$ cat src/rtl/shift_sequencer_if.sv
// Handshake bundle between decode, the shift sequencer and ALU writeback.
// The master drives the op and out_ready; the slave (sequencer) returns result and status.
interface shift_sequencer_if #(
  parameter int WIDTH = 32,
  parameter int SHW   = 5
);
  logic             in_valid;
  logic             in_ready;
  logic [5:0]       funct;
  logic [SHW-1:0]   shamt;
  logic [WIDTH-1:0] rs;
  logic [WIDTH-1:0] rt;
  logic             out_valid;
  logic             out_ready;
  logic [WIDTH-1:0] result;
  logic             illegal;
  logic             busy;

  modport master (
    output in_valid, funct, shamt, rs, rt, out_ready,
    input  in_ready, out_valid, result, illegal, busy
  );

  modport slave (
    input  in_valid, funct, shamt, rs, rt, out_ready,
    output in_ready, out_valid, result, illegal, busy
  );
endinterface

$ cat src/rtl/shift_sequencer.sv
// Multi-cycle shifter for the R-type shift group: one bit per clock, result
// returned over a valid/ready handshake. Illegal funct codes complete immediately.
//
// state   | meaning
// S_IDLE  | waiting for an op, in_ready high
// S_SHIFT | shifting data by one bit per clock until count expires
// S_DONE  | result/illegal presented, waiting for out_ready
module shift_sequencer #(
  parameter int WIDTH = 32,
  parameter int SHW   = 5
) (
  input  logic               clk,
  input  logic               reset,
  shift_sequencer_if.slave   bus
);

  typedef enum logic [1:0] {S_IDLE, S_SHIFT, S_DONE} state_t;

  localparam logic [SHW:0] CNT_ONE = {{SHW{1'b0}}, 1'b1};

  state_t           r_state;
  logic [WIDTH-1:0] r_data;
  logic [1:0]       r_op;
  logic [SHW:0]     r_count;
  logic             r_illegal;
  logic             r_in_ready;
  logic             r_out_valid;
  logic             r_busy;

  logic             w_legal;
  logic [SHW:0]     w_amt;
  logic             w_accept;
  logic [WIDTH-1:0] w_shifted;
  logic             w_unused_rs;

  always_comb begin
    w_legal = 1'b0;
    case (bus.funct)
      6'b000000, 6'b000010, 6'b000011,
      6'b000100, 6'b000110, 6'b000111: w_legal = 1'b1;
      default:                         w_legal = 1'b0;
    endcase
  end

  // Variable forms take the amount from rs; only the low SHW bits matter.
  assign w_amt       = bus.funct[2] ? {1'b0, bus.rs[SHW-1:0]} : {1'b0, bus.shamt};
  assign w_unused_rs = ^bus.rs[WIDTH-1:SHW];
  assign w_accept    = bus.in_valid & r_in_ready;

  always_comb begin
    w_shifted = r_data;
    case (r_op)
      2'b00:   w_shifted = {r_data[WIDTH-2:0], 1'b0};
      2'b10:   w_shifted = {1'b0, r_data[WIDTH-1:1]};
      2'b11:   w_shifted = {r_data[WIDTH-1], r_data[WIDTH-1:1]};
      default: w_shifted = r_data;
    endcase
  end

  always_ff @(posedge clk) begin
    if (reset) begin
      r_state     <= S_IDLE;
      r_data      <= '0;
      r_op        <= 2'b00;
      r_count     <= '0;
      r_illegal   <= 1'b0;
      r_in_ready  <= 1'b0;
      r_out_valid <= 1'b0;
      r_busy      <= 1'b0;
    end else begin
      case (r_state)
        S_IDLE: begin
          r_in_ready <= 1'b1;
          if (w_accept) begin
            r_data     <= bus.rt;
            r_op       <= bus.funct[1:0];
            r_count    <= w_amt;
            r_in_ready <= 1'b0;
            r_busy     <= 1'b1;
            if (!w_legal) begin
              r_illegal   <= 1'b1;
              r_out_valid <= 1'b1;
              r_state     <= S_DONE;
            end else if (w_amt == '0) begin
              r_out_valid <= 1'b1;
              r_state     <= S_DONE;
            end else begin
              r_state <= S_SHIFT;
            end
          end
        end
        S_SHIFT: begin
          r_data  <= w_shifted;
          r_count <= r_count - CNT_ONE;
          if (r_count == CNT_ONE) begin
            r_out_valid <= 1'b1;
            r_state     <= S_DONE;
          end
        end
        S_DONE: begin
          // Draining goes to IDLE only; a new op waits at least one cycle.
          if (bus.out_ready) begin
            r_illegal   <= 1'b0;
            r_out_valid <= 1'b0;
            r_busy      <= 1'b0;
            r_in_ready  <= 1'b1;
            r_state     <= S_IDLE;
          end
        end
        default: r_state <= S_IDLE;
      endcase
    end
  end

  assign bus.in_ready  = r_in_ready;
  assign bus.out_valid = r_out_valid;
  assign bus.result    = r_data;
  assign bus.illegal   = r_illegal;
  assign bus.busy      = r_busy;

endmodule

$ cat src/flat_wrapper.sv
// flat-port wrapper written by rule: the top's interface ports become plain ports
module shift_sequencer_flat 
#(
  parameter int WIDTH = 32,
  parameter int SHW   = 5
)
  (clk, reset, bus_in_valid, bus_funct, bus_shamt, bus_rs, bus_rt, bus_out_ready, bus_in_ready, bus_out_valid, bus_result, bus_illegal, bus_busy);
  shift_sequencer_if #(.WIDTH(WIDTH), .SHW(SHW)) bus_i ();
  input  logic clk;
  input  logic reset;
  input wire logic [$bits(bus_i.in_valid)-1:0] bus_in_valid;
  input wire logic [$bits(bus_i.funct)-1:0] bus_funct;
  input wire logic [$bits(bus_i.shamt)-1:0] bus_shamt;
  input wire logic [$bits(bus_i.rs)-1:0] bus_rs;
  input wire logic [$bits(bus_i.rt)-1:0] bus_rt;
  input wire logic [$bits(bus_i.out_ready)-1:0] bus_out_ready;
  output wire logic [$bits(bus_i.in_ready)-1:0] bus_in_ready;
  output wire logic [$bits(bus_i.out_valid)-1:0] bus_out_valid;
  output wire logic [$bits(bus_i.result)-1:0] bus_result;
  output wire logic [$bits(bus_i.illegal)-1:0] bus_illegal;
  output wire logic [$bits(bus_i.busy)-1:0] bus_busy;
  assign bus_i.in_valid = bus_in_valid;
  assign bus_i.funct = bus_funct;
  assign bus_i.shamt = bus_shamt;
  assign bus_i.rs = bus_rs;
  assign bus_i.rt = bus_rt;
  assign bus_i.out_ready = bus_out_ready;
  assign bus_in_ready = bus_i.in_ready;
  assign bus_out_valid = bus_i.out_valid;
  assign bus_result = bus_i.result;
  assign bus_illegal = bus_i.illegal;
  assign bus_busy = bus_i.busy;
  shift_sequencer #(.WIDTH(WIDTH), .SHW(SHW)) u_core (.clk(clk), .reset(reset), .bus(bus_i));
endmodule
$ cat config.mk
export PLATFORM = sky130hd
export DESIGN_NAME = shift_sequencer_flat
export DESIGN_NICKNAME = d
export VERILOG_FILES = /design/src/rtl/shift_sequencer_if.sv /design/src/rtl/shift_sequencer.sv /design/src/flat_wrapper.sv
export SDC_FILE = /design/constraint.sdc
export NUM_CORES = 1
export LEC_CHECK = 0
export ABC_AREA = 0
export BUFFER_PORTS_ARGS = -buffer_cell sky130_fd_sc_hd__buf_2
export CAP_MARGIN = 40
export CELL_PAD_IN_SITES_DETAIL_PLACEMENT = 0
export CELL_PAD_IN_SITES_GLOBAL_PLACEMENT = 1
export CORE_AREA = 8 8 98 100
export CTS_BUF_LIST = sky130_fd_sc_hd__clkbuf_16
export CTS_CLUSTER_SIZE = 10
export DETAILED_ROUTE_END_ITERATION = 12
export DIE_AREA = 0 0 106 108
export MAX_ROUTING_LAYER = met4
export PLACE_DENSITY_LB_ADDON = 0.1
export SLEW_MARGIN = 10
export SYNTH_ARGS = -nofsm -noshare
export SYNTH_HDL_FRONTEND = slang
export SYNTH_SLANG_ARGS = --single-unit
$ cat constraint.sdc
create_clock -name clk -period 1.71 [get_ports clk]
set_input_delay 0.342 -clock clk [delete_from_list [all_inputs] [get_ports clk]]
set_output_delay 0.342 -clock clk [all_outputs]
set_load 0.03 [all_outputs]
Yosys cells after proc, flatten, opt, wreduce, memory -nomap -nowiden:

Index checks and enable logic that the tools add are counted.

* flip-flop bits (word level): 46
* bits in latches: 0
* memory bits (writable): 0
* bits in read-only memories: 0
* output and inout port bits: 36
* word-level logic and storage cells: 73
* memories: 0

* $add $sub $neg: 1
* $mul: 0
* div/mod/pow operators: 0
* $lt $le $gt $ge: 0
* eq/ne operators: 18
* shift operators: 0
* muxes and demuxes: 27
* bitwise operators: 1
* reduce and logical (&&, ||, !) cells: 17

Operators with widths (count)
* $pmux 32 s3: 1
* $pmux 32 s2: 1
* $mux 32: 1
* $eq 6x3->1 const B: 3
* $eq 6x2->1 const B: 2
* $logic_not 6->1: 2
* $pmux 6 s2: 1
* $mux 1: 11
* $mux 2: 5
* $reduce_and 3->1: 3
* $reduce_and 4->1: 2
* $eq 2x2->1 const B: 3
* $eq 6x1->1 const B: 1
* $mux 6: 1
* $ne 2x2->1 const B: 3
* $ne 3x3->1 const B: 2
* $pmux 1 s2: 3
* $pmux 2 s3: 1
* $reduce_and 2->1: 3
* $reduce_or 6->1: 1
* $sub 6x1->6 const B: 1
* $mux 5: 1
* $reduce_and 5->1: 1
* $logic_not 2->1: 2
* 7 further kinds: 9

Depth between registers and ports, before layout:

Gate-level depths: netlist (run 1).

* word-level depth: 6
* gate-level depth with buffers: 6
* depth with buffers taken out: 6

Worst setup path after synthesis (run 1):

OpenSTA, ideal clock, no wires.

* path kind: register to register
* start point: register u_core.r_in_ready (netlist: u_core.bus.in_ready)
* end point: register u_core.r_data[0] (netlist: u_core.bus.result[0])
* setup time: 0.078 ns
* arrival time: 1.441 ns
* setup slack: 0.191 ns
* cell stages (with the launch flop): 6
* path through: dfxtp_1 > a21oi_2 > a311oi_2 > buf_6 > nor2_1 > nor3_1

* word-level cells in the longest chain between the ends: 3

RTL lines
* start: declaration: line shift_sequencer.sv:26 `logic r_in_ready;`
* start signal: assignment: line shift_sequencer.sv:67 `r_in_ready <= 1'b0;`
* start signal: assignment: line shift_sequencer.sv:73 `r_in_ready <= 1'b1;`
* start signal: assignment: line shift_sequencer.sv:78 `r_in_ready <= 1'b0;`
* $and 1x1->1: line shift_sequencer.sv:48 `assign w_accept = bus.in_valid & r_in_ready;`
* $ne 2x1->1 (no line)
* $reduce_and 3->1 (no line)
* end signal: assignment: line shift_sequencer.sv:75 `r_data <= bus.rt;`
* end signal: assignment: line shift_sequencer.sv:93 `r_data <= w_shifted;`
* end: declaration: line shift_sequencer.sv:22 `logic [WIDTH-1:0] r_data;`

No other way between the ends.
A chain may end at the register's enable or synchronous reset.

Final worst setup path (run 1):

* start point: register u_core.r_state[1]
* end point: register u_core.r_data[9] (netlist: u_core.bus.result[9])

* word-level cells in the longest chain between the ends: 3
* elaborated cells between the ends (all ways): 7

RTL lines
* start: declaration: line shift_sequencer.sv:21 `state_t r_state;`
* start signal: assignment: line shift_sequencer.sv:62 `r_state <= S_IDLE;`
* start signal: assignment: line shift_sequencer.sv:83 `r_state <= S_DONE;`
* start signal: assignment: line shift_sequencer.sv:86 `r_state <= S_DONE;`
* $eq 2x1->1 or $logic_not 2->1 (tied branches): line shift_sequencer.sv:71 `case (r_state)`
* $ne 4x4->1 (no line) (tied with other cells)
* $reduce_and 3->1 (no line)

Parallel ways exist; a longest one is shown, timed or not.

==> impl_metrics.yaml, run 1 <==
final_layout:
  drive_gt1_frac: 0.319
  mostFrequentLayoutCells: "buf_2, nand2_1, dfxtp_1"
  syn2layout_area_growth_pct: 30.6
  fin_area_sq_um: 3380
  final_common_cell: "buf_2"
  nNetsFinal: 486
  diodes: 0
floorplanning:
  die_area_sq_um: 11400
  die_y_um: 108
  io_pins: 115
  fp.coreArea_sq_um: 8050
  initial_core_util: 0.322
  rows: 33
  die_x_um: 106
place:
  portBuffers: 87
  hpwl_um: 5710
  gp_congestion: 0.727
  placed_cell_area_sq_um: 3210
timing:
  period_minus_slack_ps: 1570
  setup_viol: 0
  slew_headroom: 0.666
  timing.final.hold_violations: 0
  finalMaxSlewViolations: 0
  rsz0062_at_grt: "false"
  period_share: 0.915
  tns_ps: 0
  max_freq_ghz: 0.639
  fin_skew_ps: 5.89
  worst_slew_pin_slew_ps: 500
critical_path:
  cp.required_ps: 1920
  arrival_ps: 1780
  crit_start: "u_core.r_state[1]"
  endpoint_kind: "register"
  criticalPathCategory: "reg2reg"
  reg2reg_from: "u_core.r_state[1]"
  start_kind: "register"
  crit_fanout: 16
logic_synthesis:
  synth_edf_count: 0
  async_flop_share: 0
  synth.cell_area_sq_um: 2590
  synthCells: 313
  ys.flop_type: "dfxtp_1"
  synth_area_per_cell_sq_um: 8.27
  synth_nets: 394
  ys_warn_count: 0
  ys_seq_area_frac: 0.356
  synth_cell_type_count: 44
  ys_seq_elements: 46
outcome:
  status: "finished, final reports clean"
power:
  p_leak_uw: 0.00129
  ir_drop_uv: 346
  power.density_nw_per_um2: 797
clock_network:
  worst_skew_pair.late_latency_ps: 280
  cts_tree: "yes"
  cts.sink_count: 46
  htreeDepth: 2
  cts_buffers: 5
  clock-root-buffer: "clkbuf_16"
  cts_buffer_depth: 2
  clkTransAtPathRegs_ps: 60
  ctsHoldBuffers: 0
global_route:
  grt_max_degree: 33
  grt_use_total: 0.138
  grt_pass1_vias: 2573
  gr-total-overflow: 0
  antenna_found_initial: 0
  grt_pass1_wl_um: 12800
routing:
  first_pass_iters: 4
  vias: 2571
  via_per_inst: 5.05
  wl_per_cell_um: 15.4
  drtIter0Drc: 59
  drc: 0
  final_antenna_net_count: 0
  finalWirelength_um: 7840
job:
  maxCapViolCount: 0
worst_hold_path:
  hp-class: "in2reg"
  hold_path_startpoint: "bus_funct[0]"
==> cell usage after synthesis, types with 4 or more instances <==
cell type / n / area share
nand2_1: 70 / 0.10
dfxtp_1: 46 / 0.36
a21oi_1: 40 / 0.077
mux2i_1: 34 / 0.13
o211ai_1: 30 / 0.087
buf_2: 15 / 0.029
nor2_1: 8 / 0.012
nor3_1: 7 / 0.014
clkbuf_1: 6 / 0.0087
inv_1: 6 / 0.0087
a211oi_1: 4 / 0.012
buf_6: 4 / 0.017
nand2b_1: 4 / 0.0097
==> where the power goes <==
part | internal [uW] | switching (uW) | leakage, uW
Combinational | 237 | 336 | 0.000853
Sequential | 1140 | 70.5 | 0.000377
Clock | 521 | 395 | 0.0000632
Total | 1890 | 802 | 0.00129
==> flip-flops by register name, summed over array words and instances (netlist names) <==
signal / cells
u_core.r_state: 2
u_core.r_op: 2
u_core.r_count: 6
u_core.bus.result: 32
u_core.bus.in_ready: 1
u_core.bus.illegal: 1
u_core.bus.out_valid: 1
u_core.bus.busy: 1
==> worst max-delay path, stage by stage, from the launching register on <==
cell and delay [ps]:
dfxtp_1 460, buf_4 220, a311oi_4 270, buf_4 270, o211ai_1 130, a21oi_1 130
==> routing by layer <==
layer | wire length [um] | track usage
met5 | 0 | -
met4 | 59 | 0.0332
met3 | 356 | 0.0327
met2 | 3510 | 0.213
met1 | 3910 | 0.177
==> final cells by class <==
| cell class | count | area [sq um] |
|---|---|---|
| timing repair buffer | 111 | 653 |
| clock inverter | 1 | 3.75 |
| tap | 105 | 131 |
| fill | 859 | 4670 |
| inverter | 6 | 22.5 |
| sequential | 46 | 923 |
| clock buffer | 5 | 125 |
| multi-input combinational | 235 | 1520 |
==> path summary, 6_finish.rpt <==
path | to | slack (ps) | depth (start not counted)
setup / recovery | u_core.bus.result[9] | 140 | 5
hold / removal | u_core.r_op[0] | 310 | 3
setup reg to reg | u_core.bus.result[9] | 140 | 5
hold reg to reg | u_core.bus.busy | 480 | 2
==> timing repair <==
action | in CTS | in global routing
hold endpoints to repair | 0 | 0
setup buffers | 0 | 3
endpoints found under the setup margin | 0 | 22
gates resized for setup | 0 | 2
==> cell families after synthesis <==
group,synth area share
and+or+nand+nor,0.186
AOI/OAI and AO/OA,0.239
DFF,0.356
muxes,0.140
buffers and inverters,0.0667
adders and majority gates,0.00966
xor gates and xnor gates,0.00338
==> per-stage QoR <==
stage | cells | total power, uW | setup WS, ps | hold WS, ps | util
global placement | 500 | 1800 | 33.2 | 462 | 0.399
detailed placement | 500 | 1810 | 48.9 | 471 | 0.399
finish | 509 | 2700 | 145 | 312 | 0.420
floorplan | 313 | 1580 | 191 | 454 | -
global route | 509 | 2830 | 45.9 | 326 | 0.420
CTS | 506 | 2740 | 41.4 | 307 | 0.415
Power figures use the tool's default switching activity.
==> inputs of run 2 (changes only) <==
--- a/config.mk
+++ b/config.mk
@@ -17,6 +17,7 @@
 export DIE_AREA = 0 0 106 108
 export MAX_ROUTING_LAYER = met4
 export PLACE_DENSITY_LB_ADDON = 0.1
+export REMOVE_ABC_BUFFERS = 1
 export SLEW_MARGIN = 10
 export SYNTH_ARGS = -nofsm -noshare
 export SYNTH_HDL_FRONTEND = slang
==> impl_metrics.yaml, run 2 (synthesis results as in run 1) <==
timing:
  slew_headroom: 0.760
  period_share: 0.884
  worst_slew_pin_slew_ps: 351
  tns_ps: 0
  setup_slack_ps: 198
  rsz0062_at_grt: "false"
  finalMaxSlewViolations: 0
  timing.final.hold_violations: 0
  fin_skew_ps: 5.00
  max_freq_ghz: 0.661
  setup_viol: 0
  period_minus_slack_ps: 1510
floorplanning:
  die_y_um: 108
  initial_core_util: 0.322
  rows: 33
  die_x_um: 106
  die_area_sq_um: 11400
  io_pins: 115
  fp.coreArea_sq_um: 8050
routing:
  first_pass_iters: 5
  final_antenna_net_count: 0
  drtIter0Drc: 64
  via_per_inst: 5.06
  finalWirelength_um: 7620
  drc: 0
  vias: 2545
  wl_per_cell_um: 15.2
critical_path:
  arrival_ps: 1700
  endpoint_kind: "register"
  crit_path_frequent_cell: "buf_4"
  cp.required_ps: 1900
  start_kind: "register"
  crit_fanout: 17
  worstPathCellList: "buf_4 -> nor2b_4 -> buf_4 -> nand3_1 -> a311oi_1"
  slowest_stage: "dfxtp_2"
  criticalPathCategory: "reg2reg"
  crit_path_max_incr_delay_ps: 390
clock_network:
  cts_buffers: 5
  cts_tree: "yes"
  cts.sink_count: 46
  htreeDepth: 2
  worst_skew_pair.late_latency_ps: 280
  clock-root-buffer: "clkbuf_16"
  cts_buffer_depth: 2
  ctsHoldBuffers: 0
  clkTransAtPathRegs_ps: 60
outcome:
  status: "finished, final reports clean"
final_layout:
  final_common_cell: "buf_2"
  largest_register_ffs: 32
  drive_gt1_frac: 0.309
  postLayoutCoreUtil: 0.413
  syn2layout_area_growth_pct: 28.5
  n_fill_cell: 853
  multiInputGateArea_sq_um: 1520
  nNetsFinal: 478
  register_area_sq_um: 925
  diodes: 0
  mostFrequentLayoutCells: "buf_2, nand2_1, dfxtp_1"
  fin_area_sq_um: 3330
place:
  placed_cell_area_sq_um: 3180
  portBuffers: 87
  gp_congestion: 0.750
  hpwl_um: 5600
  preCtsSetupSlack_ps: 77.9
power:
  ir_drop_uv: 409
  p_leak_uw: 0.00127
  power.density_nw_per_um2: 807
worst_hold_path:
  hp-class: "in2reg"
global_route:
  grt_pass1_wl_um: 12500
  grt_use_total: 0.134
  antenna_found_initial: 0
  grt_max_degree: 32
  gr-total-overflow: 0
  grt_pass1_vias: 2551
job:
  maxCapViolCount: 0
==> run 2: changes by cell type in the layout (fill, tap and decap cells not counted), sizes merged <==
cell	delta
clkinv	+1
buf	-8
inv	+1
==> run 2: path summary, 6_finish.rpt <==
path	from	end	slack, ps	cells after the start
max	u_core.r_state[0]	u_core.bus.result[31]	200	5
min reg2reg	u_core.bus.out_valid	u_core.bus.out_valid	470	2
min	bus_funct[0]	u_core.r_op[0]	330	3
max reg2reg	u_core.r_state[0]	u_core.bus.result[31]	200	5
==> run 2: power by group <==
part           internal, uW  leakage [uW]  switching (uW)
sequential             1140      0.000377            69.1
clock                   529     0.0000724             383
combinational           233      0.000816             334
total                  1900       0.00127             786
==> run 2: worst max-delay path, delay by kind of cell (launching register included) <==
family	cells	cell delay [ps]
buffers and inverters	2	430
DFF	1	390
and+or+nand+nor	2	350
AOI/OAI and AO/OA	1	250
==> run 2: final cells by class <==
type,count,area share
Clock buffer,5,0.0376
Clock inverter,3,0.00376
Inverter,6,0.00677
Multi-Input combinational cell,235,0.455
Sequential cell,46,0.278
Tap cell,105,0.0395
Timing Repair Buffer,103,0.179
==> run 2: repair_timing <==
action,4_1_cts,5_1_grt
gates resized for setup,0,3
endpoints found under the setup margin,0,10
buffers inserted,0,0
==> run 2: per-layer routing <==
metal / vias up / part of all wire / GRT usage / routed length [um]
met5: - / 0 / - / 0
met4: 0 / 0.0041 / 0.0241 / 31
met3: 2 / 0.041 / 0.0297 / 316
met2: 62 / 0.47 / 0.218 / 3550
met1: 1180 / 0.49 / 0.169 / 3730
li1: 1301 / - / - / -
==> run 2: per-stage QoR <==
stage,instances,power [uW],hold slack [ps]
2_1_floorplan,287,1550,411
3_3_place_gp,495,1800,467
3_5_place_dp,495,1800,468
4_1_cts,503,2720,329
5_1_grt,503,2830,334
6_report,503,2680,329
